[src/rtl/cv32e40p_tmr_pkg.sv]
`default_nettype none
// ============================================================================
//  Module      : cv32e40p_tmr_pkg
//  Description : Shared types and constants for the TMR fault monitor.
//  Revision    : 1.0 - initial release
// ============================================================================
package cv32e40p_tmr_pkg;

    localparam int NUM_REPLICAS = 3;

    // Health of the triplicated group, as seen by the controller/CSR side
    typedef enum logic [1:0] {
        NOMINAL      = 2'b00,
        DEGRADED     = 2'b01,
        REPLICA_LOST = 2'b10,
        FAILED       = 2'b11
    } tmr_state_e;

endpackage : cv32e40p_tmr_pkg
`default_nettype wire

[src/rtl/cv32e40p_tmr_replica_tracker.sv]
`default_nettype none
// ============================================================================
//  Module      : cv32e40p_tmr_replica_tracker
//  Description : Per-replica run counter of consecutive mismatching samples,
//                plus sticky mismatch and permanent-fault flags.
//  Revision    : 1.0 - initial release
// ============================================================================
module cv32e40p_tmr_replica_tracker #(
    parameter int PERM_THRESH = 4
) (
    input  logic clk,
    input  logic rst,
    input  logic valid_i,
    input  logic mismatch_i,
    input  logic clear_i,
    output logic mismatch_o,
    output logic perm_fault_o,
    output logic perm_fault_nxt_o
);

    localparam int                 c_RUN_W  = $clog2(PERM_THRESH + 1);
    localparam logic [c_RUN_W-1:0] c_THRESH = c_RUN_W'(PERM_THRESH);

    logic [c_RUN_W-1:0] r_run;
    logic [c_RUN_W-1:0] w_run_nxt;
    logic               w_mis_nxt;

    // Next-state of run counter and sticky flags; the perm flag is exported
    // early so the top-level FSM can react in the same cycle it is set.
    always_comb begin
        w_run_nxt        = r_run;
        w_mis_nxt        = mismatch_o;
        perm_fault_nxt_o = perm_fault_o;
        if (clear_i) begin
            w_run_nxt        = '0;
            w_mis_nxt        = 1'b0;
            perm_fault_nxt_o = 1'b0;
        end else begin
            if (valid_i) begin
                if (mismatch_i) begin
                    if (r_run != c_THRESH) begin
                        w_run_nxt = r_run + c_RUN_W'(1);
                    end
                    w_mis_nxt = 1'b1;
                end else begin
                    w_run_nxt = '0;
                end
            end
            if (w_run_nxt == c_THRESH) begin
                perm_fault_nxt_o = 1'b1;
            end
        end
    end

    // Register run counter and sticky flags
    always_ff @(posedge clk) begin
        if (rst) begin
            r_run        <= '0;
            mismatch_o   <= 1'b0;
            perm_fault_o <= 1'b0;
        end else begin
            r_run        <= w_run_nxt;
            mismatch_o   <= w_mis_nxt;
            perm_fault_o <= perm_fault_nxt_o;
        end
    end

endmodule : cv32e40p_tmr_replica_tracker
`default_nettype wire

[src/rtl/cv32e40p_tmr_fault_monitor.sv]
`default_nettype none
// ============================================================================
//  Module      : cv32e40p_tmr_fault_monitor
//  Description : Attributes voter disagreements to replicas, detects permanent
//                replica faults, tracks TMR group health and raises an irq.
//  Revision    : 1.0 - initial release
// ============================================================================
module cv32e40p_tmr_fault_monitor
    import cv32e40p_tmr_pkg::*;
#(
    parameter int WIDTH       = 32,
    parameter int PERM_THRESH = 4,
    parameter int CNT_W       = 16
) (
    input  logic             clk,
    input  logic             rst,
    input  logic             valid_i,
    input  logic [WIDTH-1:0] result_i,
    input  logic [WIDTH-1:0] res1_i,
    input  logic [WIDTH-1:0] res2_i,
    input  logic [WIDTH-1:0] res3_i,
    input  logic             faulty_i,
    input  logic             clear_i,
    output logic [1:0]       state_o,
    output logic [2:0]       mismatch_o,
    output logic [2:0]       perm_fault_o,
    output logic [CNT_W-1:0] fault_cnt_o,
    output logic             alarm_o,
    output logic             irq_o
);

    localparam logic [CNT_W-1:0] c_CNT_MAX = {CNT_W{1'b1}};

    tmr_state_e                    r_state;
    tmr_state_e                    w_state_nxt;
    logic       [WIDTH-1:0]        w_res [NUM_REPLICAS];
    logic       [NUM_REPLICAS-1:0] w_mis;
    logic       [NUM_REPLICAS-1:0] w_perm_nxt;
    logic                          w_event;
    logic                          w_uncorr;
    logic                          w_clear;
    logic                          w_perm_one;
    logic                          w_perm_multi;
    logic       [CNT_W-1:0]        r_fault_cnt;
    logic                          r_irq;
    logic                          r_alarm;

    assign w_res[0] = res1_i;
    assign w_res[1] = res2_i;
    assign w_res[2] = res3_i;

    // Sample classification; everything is qualified by valid_i
    assign w_event  = valid_i && (faulty_i || (|w_mis));
    assign w_uncorr = valid_i && (res1_i != res2_i) && (res2_i != res3_i)
                              && (res1_i != res3_i);

    // Clear is honoured only outside FAILED, which is left by reset alone
    assign w_clear = clear_i && (r_state != FAILED);

    generate
        for (genvar k = 0; k < NUM_REPLICAS; k++) begin : g_replica
            assign w_mis[k] = valid_i && (w_res[k] != result_i);

            cv32e40p_tmr_replica_tracker #(
                .PERM_THRESH (PERM_THRESH)
            ) u_tracker (
                .clk              (clk),
                .rst              (rst),
                .valid_i          (valid_i),
                .mismatch_i       (w_mis[k]),
                .clear_i          (w_clear),
                .mismatch_o       (mismatch_o[k]),
                .perm_fault_o     (perm_fault_o[k]),
                .perm_fault_nxt_o (w_perm_nxt[k])
            );
        end
    endgenerate

    assign w_perm_multi = (w_perm_nxt[0] & w_perm_nxt[1]) |
                          (w_perm_nxt[0] & w_perm_nxt[2]) |
                          (w_perm_nxt[1] & w_perm_nxt[2]);
    assign w_perm_one   = (|w_perm_nxt) & ~w_perm_multi;

    // Health FSM next state, evaluated on the next-state perm flags
    always_comb begin
        w_state_nxt = r_state;
        if (w_clear) begin
            w_state_nxt = NOMINAL;
        end else if (w_uncorr || w_perm_multi) begin
            w_state_nxt = FAILED;
        end else begin
            case (r_state)
                NOMINAL: begin
                    if (w_perm_one)   w_state_nxt = REPLICA_LOST;
                    else if (w_event) w_state_nxt = DEGRADED;
                end
                DEGRADED: begin
                    if (w_perm_one)   w_state_nxt = REPLICA_LOST;
                end
                default: w_state_nxt = r_state;
            endcase
        end
    end

    // State register plus registered alarm and entry-pulse irq
    always_ff @(posedge clk) begin
        if (rst) begin
            r_state <= NOMINAL;
            r_irq   <= 1'b0;
            r_alarm <= 1'b0;
        end else begin
            r_state <= w_state_nxt;
            r_irq   <= (w_state_nxt != r_state) &&
                       ((w_state_nxt == REPLICA_LOST) || (w_state_nxt == FAILED));
            r_alarm <= (w_state_nxt == FAILED);
        end
    end

    // Saturating fault-event counter
    always_ff @(posedge clk) begin
        if (rst || w_clear) begin
            r_fault_cnt <= '0;
        end else if (w_event && (r_fault_cnt != c_CNT_MAX)) begin
            r_fault_cnt <= r_fault_cnt + CNT_W'(1);
        end
    end

    assign state_o     = r_state;
    assign fault_cnt_o = r_fault_cnt;
    assign irq_o       = r_irq;
    assign alarm_o     = r_alarm;

endmodule : cv32e40p_tmr_fault_monitor
`default_nettype wire

[config.mk]
export PLATFORM = sky130hd
export DESIGN_NAME = cv32e40p_tmr_fault_monitor
export DESIGN_NICKNAME = d
export VERILOG_FILES = /design/src/rtl/cv32e40p_tmr_pkg.sv /design/src/rtl/cv32e40p_tmr_replica_tracker.sv /design/src/rtl/cv32e40p_tmr_fault_monitor.sv
export SDC_FILE = /design/constraint.sdc
export NUM_CORES = 1
export LEC_CHECK = 0
export ABC_CLOCK_PERIOD_IN_PS = 3700
export CAP_MARGIN = 20
export CORE_AREA = 10 10 102 104
export CTS_BUF_LIST = sky130_fd_sc_hd__clkbuf_16
export CTS_CLUSTER_SIZE = 14
export DETAILED_ROUTE_END_ITERATION = 10
export DIE_AREA = 0 0 112 114
export HOLD_SLACK_MARGIN = 0.03
export PLACE_DENSITY = 0.95
export SETUP_SLACK_MARGIN = 0.1
export SLEW_MARGIN = 5
export SYNTH_ARGS = -nofsm -noshare
export SYNTH_HDL_FRONTEND = slang
export SYNTH_SLANG_ARGS = --single-unit
export TNS_END_PERCENT = 5
[constraint.sdc]
create_clock -name clk -period 3.7 [get_ports clk]
set_input_delay 0.555 -clock clk [delete_from_list [all_inputs] [get_ports clk]]
set_output_delay 0.555 -clock clk [all_outputs]
set_load 0.02 [all_outputs]
# Yosys cells after proc, flatten, opt, wreduce, memory -nomap -nowiden
# Cells that the tools add are included.
[word_totals]
out_inout_bits = 26
in_bits = 133
register_bits = 35
word_cells = 87
[classes]
mux = 24
n_eq_ne = 18
n_bitwise = 7
n_reduce_logical = 21
add_sub_neg = 4
[op_table]
columns = ["operator", "count"]
rows = [
  ["32-bit != test", 6],
  ["3-bit two-way mux", 12],
  ["16-bit by 1-bit adder with 16-bit output, second input constant", 1],
  ["16-bit != test, second input constant", 1],
  ["1-bit logical AND", 10],
  ["2-bit two-way mux", 5],
  ["3-bit by 1-bit adder with 3-bit output, second input constant", 3],
  ["3-bit == test, second input constant", 3],
  ["3-bit != test, second input constant", 3],
  ["1-bit two-way mux", 6],
  ["2-bit AND reduction", 3],
  ["3-bit OR reduction", 2],
  ["1-bit bitwise AND", 4],
  ["2-bit == test, second input constant", 2],
  ["1-bit logical OR", 4],
  ["2-bit case mux with 2 select lines", 1],
  ["2-bit by 1-bit == test with 1-bit output, second input constant", 1],
  ["2-bit logical NOT", 1],
  ["2-bit != test", 1],
  ["2-bit != test, second input constant", 1],
  ["1-bit bitwise OR", 2],
  ["2-bit OR reduction", 1],
  ["1-bit inverter", 1],
]

# Depth between registers and ports, before layout
# Gate-level depths: netlist of the first run.
[logic_depth]
word_depth = 20
depth_mapped = 12
depth_no_buf = 12

# By module
# A second synthesis of the first run with hierarchy kept.
[unflattened]
hier_cells = 478
area_unflattened_um2 = 4038.9
[by_module_without_submodules]
columns = ["mod", "cells_each", "instances", "area_each_um2", "seq_area_each_um2"]
rows = [
  ["cv32e40p_tmr_fault_monitor", 382, 1, 3183.1, 400.4],
  ["cv32e40p_tmr_replica_tracker", 32, 3, 285.3, 100.1],
]

# Least setup slack after synthesis of the first run
# Ideal clock, no wire load.
[synth_timing]
kind = "input -> register"
from = "in result_i[21]"
to = "reg r_fault_cnt[15], in the netlist fault_cnt_o[15]"
setup_slack_ns = 1.257
n_path_buf = 1
stages = 11
required_time_ns = 3.572
setup_ns = 0.128
arrival_time_ns = 2.315
path_cell_list = "xnor2_1 nand4_1 nor4_2 nand2_2 o41a_1 o31a_2 nand4_1 buf_4 nor3_1 xnor2_1 nor2_1"
[synth_via]
elab_chain_cells = 6
word_cells_on_any_way = 10
cone_classes = "eq/ne: 3; reduce/logical: 7"
[synth_rtl]
columns = ["item", "line_no", "rtl"]
rows = [
  ["from (decl)", "cv32e40p_tmr_fault_monitor.sv:18", "input logic [WIDTH-1:0] result_i,"],
  ["32-bit != test", "cv32e40p_tmr_fault_monitor.sv:62", "assign w_mis[k] = valid_i && (w_res[k] != result_i);"],
  ["1-bit logical AND", "cv32e40p_tmr_fault_monitor.sv:62", ""],
  ["3-bit OR reduction *", "cv32e40p_tmr_fault_monitor.sv:53", "assign w_event = valid_i && (faulty_i || (|w_mis));"],
  ["1-bit logical OR *", "cv32e40p_tmr_fault_monitor.sv:53", ""],
  ["1-bit logical AND *", "cv32e40p_tmr_fault_monitor.sv:53", ""],
  ["1-bit logical AND *", "cv32e40p_tmr_fault_monitor.sv:123", "end else if (w_event && (r_fault_cnt != c_CNT_MAX)) begin"],
  ["to (signal assigned)", "cv32e40p_tmr_fault_monitor.sv:124", "r_fault_cnt <= r_fault_cnt + CNT_W'(1);"],
  ["to (decl)", "cv32e40p_tmr_fault_monitor.sv:44", "logic [CNT_W-1:0] r_fault_cnt;"],
]
# Mark *: on every way between the ends. The rest lies on a longest branch, timed or not.
# A chain may end at the register's enable or synchronous reset.

# Worst setup path after layout of the first run
[layout_timing]
from = "in res3_i[25]"
to = "reg r_fault_cnt[15], in the netlist fault_cnt_o[15]"
[layout_via]
elab_chain_cells = 6
[layout_rtl]
columns = ["item", "line_no", "rtl"]
rows = [
  ["from (decl)", "cv32e40p_tmr_fault_monitor.sv:21", "input logic [WIDTH-1:0] res3_i,"],
  ["32-bit != test", "cv32e40p_tmr_fault_monitor.sv:62", ""],
  ["1-bit logical AND", "cv32e40p_tmr_fault_monitor.sv:62", ""],
  ["3-bit OR reduction", "cv32e40p_tmr_fault_monitor.sv:53", ""],
  ["1-bit logical OR", "cv32e40p_tmr_fault_monitor.sv:53", ""],
  ["1-bit logical AND", "cv32e40p_tmr_fault_monitor.sv:53", ""],
  ["1-bit logical AND", "cv32e40p_tmr_fault_monitor.sv:123", ""],
]
# Every way passes these cells.

==> impl_metrics.toml, run 1 <==
[run_status]
status = "complete, no violations"

[detailed_routing]
routed_wl_um = 16000
avgRoutedWirePerCell_um = 21.5
drc = 0
drtIter0Drc = 236
drt_first_pass_iters = 5
via_per_inst = 5.67
ant_nets = 0
vias = 4231

[power_and_ir_drop]
vdd_ir_drop_max_mv = 0.166
powerDensity_mw_per_mm2 = 230
p_switching_uw = 420
p_leak_nw = 1.92
p_comb_frac = 0.399
p_sw_frac = 0.317
p_clk_frac = 0.305
pwr-share-seq = 0.296
intPower_uw = 906

[logic_synthesis]
ys_seq_area_frac = 0.177
syn_inst = 483
ys_async_sr_fraction = 0
synth_edf_count = 0
syn-num-nets = 623
yosys_warnings = 0
ys.flop_type = "dfxtp_1"
ys_seq_elements = 35
syn_area_mm2 = 0.00396
ys_types = 47
avgSynthCellArea_um2 = 8.19

[setup_path]
cp_data_arrival_time_ns = 3.50
worstSetupPathType = "in -> reg"
worstPathRequired_ns = 3.86
path_max_fanout = 11
startpoint_type = "primary input"
critPathCaptureType = "flop"

[global_routing]
grt.total_usage = 0.242
antenna_found_initial = 1
grt_pass1_wl_um = 24900
overflow = 0
first_global_vias = 4691
grt_max_degree = 27

[place]
dp.cells = 737
gp_congestion = 1.09
port_buffers = 158
dp_hpwl_um = 14100

[timing]
fin_setup_tns_ns = 0
worst_pin_slew_ns = 0.598
grt_setup_unrepaired = "no"
period_minus_slack_ns = 3.34
timing.slew.headroom = 0.598
slew_violations = 0
fin_skew_ns = 0.00261
hold_viol_final = 0
period_share = 0.903
fmax_mhz = 299
finalSetupViolations = 0

[clock_network]
clk_latency_ns = 0.28
clockBufferDepth = 2
htreeDepth = 2
cts_root_buf = "clkbuf_16"
clk_pin_slew_ns = 0.05
tritoncts = "done"
postCtsHoldBufs = 0
cts_made_buffers = 5
ctsResizeCount = 0
clock-sinks = 35
post-cts-setup-buffers = 0

[hold_path]
hold_class = "reg -> reg"

[floorplan]
die_area_mm2 = 0.0128
coreArea_mm2 = 0.00847
ios = 159
rows = 34
die_h_um = 114
die_width_um = 112
start_util = 0.467

[finish]
fin_nets = 776
post_layout_nonfiller_instances = 746
areaGrowthSynthToFinish_pct = 45.4
final_cell_mix = "158 x clkdlybuf4s50_1, 137 x xnor2_1, 65 x xor2_1"
mostFrequentLayoutCell = "clkdlybuf4s50_1"
drive_gt1_frac = 0.0298
fill_cells = 659

[flow_run]
max-cap-violations = 0
-- flip-flops by register name, indices dropped and copies added, names as in the netlist --
signal / count
alarm_o: 1
fault_cnt_o: 16
g_replica.u_tracker.mismatch_o: 3
g_replica.u_tracker.perm_fault_o: 3
g_replica.u_tracker.r_run: 9
irq_o: 1
state_o: 2
-- stage by stage --
step | power (mW) | worst slack, ns | util | hold WS (ns) | instance area [um2]
floorplan | 0.629 | 1.26 | - | 0.438 | 3960
global placement | 0.917 | 0.194 | 0.663 | 0.447 | 5610
detailed placement | 0.920 | 0.148 | 0.663 | 0.466 | 5610
CTS | 1.32 | 0.398 | 0.679 | 0.479 | 5750
global route | 1.37 | 0.103 | 0.680 | 0.494 | 5750
finish | 1.33 | 0.358 | 0.680 | 0.484 | 5750
-- layer usage --
metal	routed length [um]	global-route usage	part of all wire
met1	5640	0.244	0.35
met2	7940	0.429	0.50
met3	1610	0.0835	0.10
met4	830	0.133	0.052
met5	0	0	0
-- critical path, stage by stage --
cell and delay (ns):
clkdlybuf4s50_1 0.50, xnor2_1 0.30, nand4_1 0.13, nor4_1 0.39
nand2_1 0.27, o41a_1 0.49, o31a_2 0.21, nand4_1 0.33
nor3_1 0.11, xnor2_1 0.15, nor2_1 0.06
-- Yosys cell counts, types with 2 or more instances --
cell type  count  area (um2)
nand3_1        7        35.0
o21ai_1        8        40.0
xnor2_1      137        1200
and3_1         7        43.8
dfxtp_1       35         701
inv_1         15        56.3
nor4_2         2        25.0
ha_1           7        87.6
buf_4          7        52.6
xor2_1        65         569
mux2i_1        9        90.1
nor4_1        22         138
a21oi_1       16        80.1
and2_1         2        12.5
nand4_1       38         238
a22oi_1        2        15.0
a211oi_1       4        30.0
a311oi_1       2        17.5
nor3_1         3        15.0
clkbuf_1       7        26.3
nor2_1        33         124
nand2_1       20        75.1
o21ai_0        4        20.0
a311o_1        2        20.0
or3_1          5        31.3
nor4b_1        2        17.5
nand2b_1       2        12.5
-- area by class of cell --
type,count,area [um2],share of cell area
Multi-Input combinational cell,419,3120,0.542
Timing Repair Buffer,160,1600,0.278
Sequential cell,35,701,0.122
Tap cell,108,135,0.0235
Clock buffer,5,125,0.0217
Inverter,15,56.3,0.00979
Clock inverter,3,16.3,0.00283
Antenna cell,1,2.50,0.000435
-- final timing paths --
kind | from | endpoint | slack [ns] | depth (start not counted)
worst max-delay path | res3_i[25] | fault_cnt_o[15] | 0.36 | 11
worst min-delay path | g_replica[0].u_tracker.mismatch_o | g_replica[0].u_tracker.mismatch_o | 0.48 | 2
worst max register to register | fault_cnt_o[4] | fault_cnt_o[15] | 1.06 | 10
worst min register to register | g_replica[0].u_tracker.mismatch_o | g_replica[0].u_tracker.mismatch_o | 0.48 | 2
-- logic make-up after synthesis --
group,after synthesis,share of synthesized area
buffers and inverters,29,0.0342
XOR/XNOR,202,0.447
AO/OA/AOI/OAI,52,0.0914
AND/OR/NAND/NOR,148,0.202
multiplexers,9,0.0228
flip-flops,35,0.177
adder cells (fa/ha/maj),8,0.0250
-- power by group through the flow --
stage | clock network (mW) | registers, mW | logic [mW]
global route | 0.421 | 0.393 | 0.559
global placement | 0 | 0.400 | 0.517
floorplan | 0 | 0.403 | 0.226
finish | 0.405 | 0.392 | 0.528
detailed placement | 0 | 0.400 | 0.520
CTS | 0.404 | 0.392 | 0.523
No activity file was read; power rests on OpenSTA's default activity.
==> inputs of run 2 (changes only) <==
SLEW_MARGIN = 0   (was 5)
==> results of run 2 <==
The final DEF is identical to that of run 1; final timing and power are the same.
==> inputs of run 3 (changes only) <==
HOLD_SLACK_MARGIN = 0.12   (was 0.03)
MAX_ROUTING_LAYER = met4   (was default)
==> impl_metrics.toml, run 3 (synthesized netlist as in run 1, its figures left out) <==
[place]
dp.cells = 741
dp_slack_ns = 0.0965
port_buffers = 158
place_area_mm2 = 0.00564
dp_hpwl_um = 14500
gp_congestion = 1.02

[timing]
finalSetupViolations = 0
grt_setup_unrepaired = "no"
hold_viol_final = 0
period_minus_slack_ns = 3.38
slew_violations = 0
fmax_mhz = 296
period_share = 0.913
fin_ws_ns = 0.322
worst_pin_slew_ns = 0.625
fin_setup_tns_ns = 0
finalHoldWorstSlack_ns = 0.482
fin_skew_ns = 0.00379
timing.slew.headroom = 0.579

[finish]
areaGrowthSynthToFinish_pct = 46.1
largest_reg_flops = 16
final_cell_mix = "158 x clkdlybuf4s50_1, 137 x xnor2_1, 65 x xor2_1"
fin_nets = 780
fin_area_mm2 = 0.00578
mostFrequentLayoutCell = "clkdlybuf4s50_1"
final_core_util = 0.683
post_layout_nonfiller_instances = 749
drive_gt1_frac = 0.0359
diodes = 0

[floorplan]
die_width_um = 112
die_h_um = 114
start_util = 0.467
coreArea_mm2 = 0.00847
die_area_mm2 = 0.0128
ios = 159
rows = 34

[global_routing]
grt_pass1_wl_um = 25100
grt_max_degree = 19
antenna_found_initial = 0
grt.total_usage = 0.253
overflow = 0
first_global_vias = 4663

[setup_path]
critPathCaptureType = "flop"
cp_data_arrival_time_ns = 3.52
worstPathRequired_ns = 3.85
rrSetupSlack_ns = 1.04
worstSetupPathType = "in -> reg"
reg2reg_depth = 10
startpoint_type = "primary input"
path_max_fanout = 11

[run_status]
status = "complete, no violations"

[detailed_routing]
vias = 4241
routed_wl_um = 16400
via_per_inst = 5.66
drt_first_pass_iters = 6
drtIter0Drc = 258
avgRoutedWirePerCell_um = 21.9
ant_nets = 0
drc = 0

[hold_path]
hold_class = "reg -> reg"
min_path_cells = 2

[power_and_ir_drop]
finalPower_mw = 1.33
powerDensity_mw_per_mm2 = 230
vdd_ir_drop_max_mv = 0.189
p_leak_nw = 1.94

[clock_network]
cts_root_buf = "clkbuf_16"
clock-sinks = 35
tritoncts = "done"
postCtsHoldBufs = 0
clockBufferDepth = 2
htreeDepth = 2
cts_made_buffers = 5
clk_latency_ns = 0.28
post-cts-setup-buffers = 0
ctsResizeCount = 0
clk_pin_slew_ns = 0.05

[flow_run]
max-cap-violations = 0
==> run 3: cell count changes in the layout (fill, tap and decap cells not counted), sizes merged <==
cell / delta
diode: -1
buf: +4
==> run 3: path summary, 6_finish.rpt <==
| check | to | from |
|---|---|---|
| setup / recovery | fault_cnt_o[15] | res3_i[6] |
| setup reg to reg | fault_cnt_o[15] | fault_cnt_o[4] |
| hold reg to reg | g_replica[0].u_tracker.mismatch_o | g_replica[0].u_tracker.mismatch_o |
| hold / removal | g_replica[0].u_tracker.mismatch_o | g_replica[0].u_tracker.mismatch_o |
==> run 3: power breakdown <==
group | switching [mW] | leakage (nW) | internal, mW
combinational | 0.258 | 1.59 | 0.278
sequential | 0.00794 | 0.284 | 0.385
clock | 0.154 | 0.0710 | 0.245
total | 0.419 | 1.94 | 0.908
==> run 3: critical path, stage by stage <==
cell and delay [ns]:
clkdlybuf4s50_1 0.63, xnor2_1 0.16, nand4_1 0.13, nor4_1 0.44, nand2_1 0.27, o41a_1 0.49, o31a_2 0.20, nand4_1 0.34
nor3_1 0.11, xnor2_1 0.15, nor2_1 0.05
==> run 3: area by class of cell <==
cell class	instances	area [um2]
clock buffer	5	125
clock inverter	3	16.3
fill	648	2690
inverter	15	56.3
multi-input combinational	419	3120
sequential	35	701
tap	108	135
timing repair buffer	164	1630
==> run 3: routing by layer <==
layer / wire [um] / vias up / global-route usage
met5: 0 / - / -
met1: 6220 / 1996 / 0.258
li1: - / 1991 / -
met3: 1170 / 45 / 0.0614
met2: 8330 / 209 / 0.454
met4: 705 / 0 / 0.113
